--- src/rtl/cause_collector.sv ---
// Interrupt cause collector: merges combinational instruction faults, edge-detected
// external events, a periodic timer and the reset cause into the cause vector ca.
module cause_collector #(
  parameter int NEXT = 16,
  parameter int TW   = 32
) (
  input  logic            clk,
  input  logic            rst,
  input  logic            ill,
  input  logic            misaf,
  input  logic            misals,
  input  logic            sysc,
  input  logic            ovf,
  input  logic [NEXT-1:0] ev,
  input  logic            tmr_load,
  input  logic [TW-1:0]   tmr_value,
  input  logic            jisr,
  output logic [NEXT+6:0] ca,
  output logic [NEXT+1:0] pending
);

  logic [NEXT-1:0] ev_q;
  logic [NEXT-1:0] ext_pend;
  logic [NEXT-1:0] ev_rise;
  logic            rst_q;
  logic            rst_pend;
  logic            tmr_pend;
  logic            tmr_fire;
  logic [TW-1:0]   tmr_period;
  logic [TW-1:0]   tmr_cnt;

  // rst_q masks the first edge after reset, where ev_q still holds 0 rather than ev.
  always_comb begin
    ev_rise  = rst_q ? '0 : (ev & ~ev_q);
    tmr_fire = !tmr_load && (tmr_period != '0) && (tmr_cnt == TW'(1));
  end

  always_ff @(posedge clk) begin
    if (rst) begin
      rst_q      <= 1'b1;
      rst_pend   <= 1'b1;
      ev_q       <= '0;
      ext_pend   <= '0;
      tmr_pend   <= 1'b0;
      tmr_period <= '0;
      tmr_cnt    <= '0;
    end else begin
      rst_q    <= 1'b0;
      ev_q     <= ev;
      rst_pend <= rst_pend & ~jisr;
      // A new set in the acknowledge cycle survives the clear.
      ext_pend <= ev_rise | (ext_pend & ~{NEXT{jisr}});
      tmr_pend <= tmr_fire | (tmr_pend & ~jisr);
      if (tmr_load) begin
        tmr_period <= tmr_value;
        tmr_cnt    <= tmr_value;
      end else if (tmr_period != '0) begin
        if (tmr_cnt == TW'(1)) tmr_cnt <= tmr_period;
        else                   tmr_cnt <= tmr_cnt - TW'(1);
      end
    end
  end

  always_comb begin
    ca      = {ext_pend, tmr_pend, ovf, sysc, misals, misaf, ill, rst_pend};
    pending = {ext_pend, tmr_pend, rst_pend};
  end

endmodule
--- config.mk ---
export PLATFORM = sky130hd
export DESIGN_NAME = cause_collector
export DESIGN_NICKNAME = d
export VERILOG_FILES = /design/src/rtl/cause_collector.sv
export SDC_FILE = /design/constraint.sdc
export NUM_CORES = 1
export LEC_CHECK = 0
export CORE_MARGIN = 2
export CORE_UTILIZATION = 45
export CTS_CLUSTER_DIAMETER = 30
export DETAILED_ROUTE_END_ITERATION = 6
export PLACE_DENSITY_LB_ADDON = 0.25
export SYNTH_ARGS = -nofsm -noshare
export SYNTH_HDL_FRONTEND = slang
export SYNTH_SLANG_ARGS = --single-unit
export TNS_END_PERCENT = 20
--- constraint.sdc ---
create_clock -name clk -period 3.55 [get_ports clk]
set_clock_uncertainty 0.2 [all_clocks]
set_input_delay 0.355 -clock clk [delete_from_list [all_inputs] [get_ports clk]]
set_output_delay 0.355 -clock clk [all_outputs]
set_load 0.03 [all_outputs]
==> metrics.txt <==
DP HPWL=8760 um; final setup fails=0; P&R area growth vs syn=20.2%; Post-Syn Instances=about 570; Pint=between 1500 and 2000 uW; area of the multi-input gates=0.00244 sq mm; Switching Share=0.304; CP Cell Sequence=ha_1 -> or4b_4 -> nor3_4 -> nand4_2 -> buf_4 -> mux2i_1 -> a2111oi_2; CP max stage cell=or4b_4; Max transition margin=0.389; R2R depth=7; share of the synthesized area in the top cell type=0.414; worst skew pair latency=between 0.3 and 0.4 ns; Core ar.=between 0.01 and 0.015 sq mm; Fin. Hold Viols=0; Hold Path Depth=3; status=finished clean; pin count of the biggest net entering global routing=35; worst r2r src=tmr_cnt[0]$_SDFFE_PP0P_; clock transition at the registers of the reported paths=0.10 ns; most common cell in the netlist=dfxtp_1; fmax=about 330 MHz; synth cell count leaders=dfxtp_1 (99), nor2_1 (83), nand2_1 (49); Slew @ Worst Pin=0.913 ns; H-tree levels=3; cell taking the most area after synthesis=dfxtp_1; vias in the first global route=~4.2k; CTS Hold Buffers Added=0; Sequential Area=0.00198 sq mm; Sink Count=99; Seq cells post-synth=99; post-CTS resize count=0; clock buffer depth=2; first-pass GRT wire length=about 21,000 um; Pre-antenna DRT Iters=4; WL per Instance=16.5 um; ys flop type=dfxtp_1; DR DRC count=0; Reg power frac=0.524; Initial Utilization=0.464; Synth Warn #=0; Worst EP required=between 3 and 4 ns; Clock power frac=0.288; worst min-delay path class=in2reg; combinational fraction of design power=0.188; TNS Setup=0 ns; CTS tree=yes; Max Cap Violations=0; asr flop ratio synth=0; Crit Path Category=reg2reg; Total GRT Usage=0.228; Vias/cell=between 5 and 6; nets@finish=about 670; pre-CTS setup slack=just under 0.6 ns; crit end category=register; final period utilization=0.842; Pleak=0.00221 uW; fillers=slightly below 1k; CTS root buffer=clkbuf_8; Max FO, Critical Path=20; Final ANT Viol Nets=0; setup ws final=0.561 ns; Mapped Nets=624; GP Congestion=~0.86; die width=roughly 110 um; boundary pin count=98; VDD IR-drop max=320 uV; Total Wirelength=~12,000 um; # rows=37; Design Area, Final=approximately 0.0058 sq mm; Cell Area, Synth=0.00479 sq mm; dpl cell area=between 0.005 and 0.006 sq mm; post-CTS setup buffers=0; min Tclk post-route=between 2 and 3 ns; CP Launch Point=tmr_cnt[0]$_SDFFE_PP0P_; P per Cell Area=415 mW/mm^2; startpoint of the worst hold path=tmr_load; via count=between 4k and 5k; die area=0.0115 sq mm; share of cells above drive strength 1=0.0890; CP max stage delay=~0.47 ns; post-synthesis sequential area ratio=0.414; synthesized area per cell=8.47 sq um; Worst path depth=7; RSZ-0062 raised after global routing=false; Core Util, Final=0.557; Port Buffers=between 80 and 90; clock buffer count from CTS=9; Crit path max-delay family=simple AND/OR/NAND/NOR gates; Worst setup SP type=register; CP arrival=3.05 ns; initial antenna violation count=1; DRT iter0 DRCs=278; number of synthesized flops with an enable pin=0; Die Y-Extent=~110 um; synth unique cells=60; Buf/Inv on CP=1; Final Max Slew Viols=0; largest cells by area after synthesis=dfxtp_1 (41%), nor2_1 (6.5%), mux2i_1 (4.8%), buf_4 (4.2%), nand2_1 (3.8%); gr ovfl total=0; sw power=just over 700 uW
[logic make-up (layout without fill, tap and decap cells)]
| kind of cell | Yosys count | after routing | synth area share |
|---|---|---|---|
| compound gates | 131 | 131 | 0.192 |
| mux | 23 | 23 | 0.0481 |
| fa+ha+maj | 2 | 2 | 0.00523 |
| other cells | 0 | 1 | 0 |
| flops | 99 | 99 | 0.414 |
| xor+xnor | 14 | 14 | 0.0256 |
| simple gates | 227 | 227 | 0.239 |
| buf+inv | 69 | 122 | 0.0758 |
[path summary, 6_finish.rpt]
check	slack (ns)	endpoint
setup / recovery	0.56	tmr_cnt[25]$_SDFFE_PP0P_
hold / removal	0.18	tmr_period[20]$_SDFFE_PP0P_
setup reg to reg	0.56	tmr_cnt[25]$_SDFFE_PP0P_
hold reg to reg	0.29	tmr_pend$_SDFF_PP0_
[placed cells by master (no fill, tap or decap), types with 3 or more instances in the layout]
master	instances
mux2i_1	23
a31oi_1	3
xor2_1	8
o31ai_1	3
nor2_1	83
or3_1	7
dfxtp_1	99
nand4_1	6
nor4_1	15
o211ai_1	7
a22oi_1	18
nor2b_1	16
buf_4	10
o21ai_0	22
clkbuf_8	9
nand3_1	9
xnor2_1	6
clkdlybuf4s50_1	85
o221a_2	11
inv_8	3
a21oi_1	34
a211oi_1	4
or2_2	4
a311oi_1	5
inv_1	8
nand2_1	49
nor3_1	16
and4_1	3
a221oi_1	5
[worst reg2reg max path: cells and delay by family, from the launching register on]
family	cells	cell delay, ns
AOI/OAI and AO/OA	1	0.45
muxes	1	0.16
buffers and inverters	1	0.38
DFF	1	0.43
and+or+nand+nor	3	1.09
adders and majority gates	1	0.17
[cell type report]
| class | count | area share |
|---|---|---|
| Clock buffer | 10 | 0.0222 |
| Multi-Input combinational cell | 397 | 0.424 |
| Clock inverter | 6 | 0.0100 |
| Tap cell | 136 | 0.0296 |
| Antenna cell | 1 | 0.000435 |
| Sequential cell | 99 | 0.345 |
| Inverter | 9 | 0.00587 |
| Timing Repair Buffer | 97 | 0.163 |
[routing by layer]
layer | global-route usage | vias up | wire [um]
met5 | 0 | - | 0
met4 | 0.0816 | 0 | 189
met3 | 0.0596 | 15 | 817
met2 | 0.366 | 135 | 5970
met1 | 0.296 | 2023 | 5480
li1 | - | 2103 | -
[power by group through the flow]
stage / registers, uW / logic, uW / clock network, uW
after global placement: 1270 / 439 / 0
after CTS: 1250 / 450 / 715
final: 1250 / 448 / 688
after floorplan: 1270 / 295 / 0
after detailed placement: 1270 / 447 / 0
after global routing: 1260 / 494 / 759
[stage by stage]
stage	cells	hold WS [ns]	power, uW
global placement	738	0.270	1710
detailed placement	738	0.281	1720
floorplan	565	0.183	1570
CTS	754	0.149	2410
global route	755	0.156	2510
finish	755	0.181	2390
[sequential cells by signal, summed over array words and instances, names as in the netlist]
register,cells
tmr_pend,1
ev_q,16
rst_q,1
ext_pend,16
tmr_cnt,32
tmr_period,32
rst_pend,1
(Power assumes the default switching activity.)
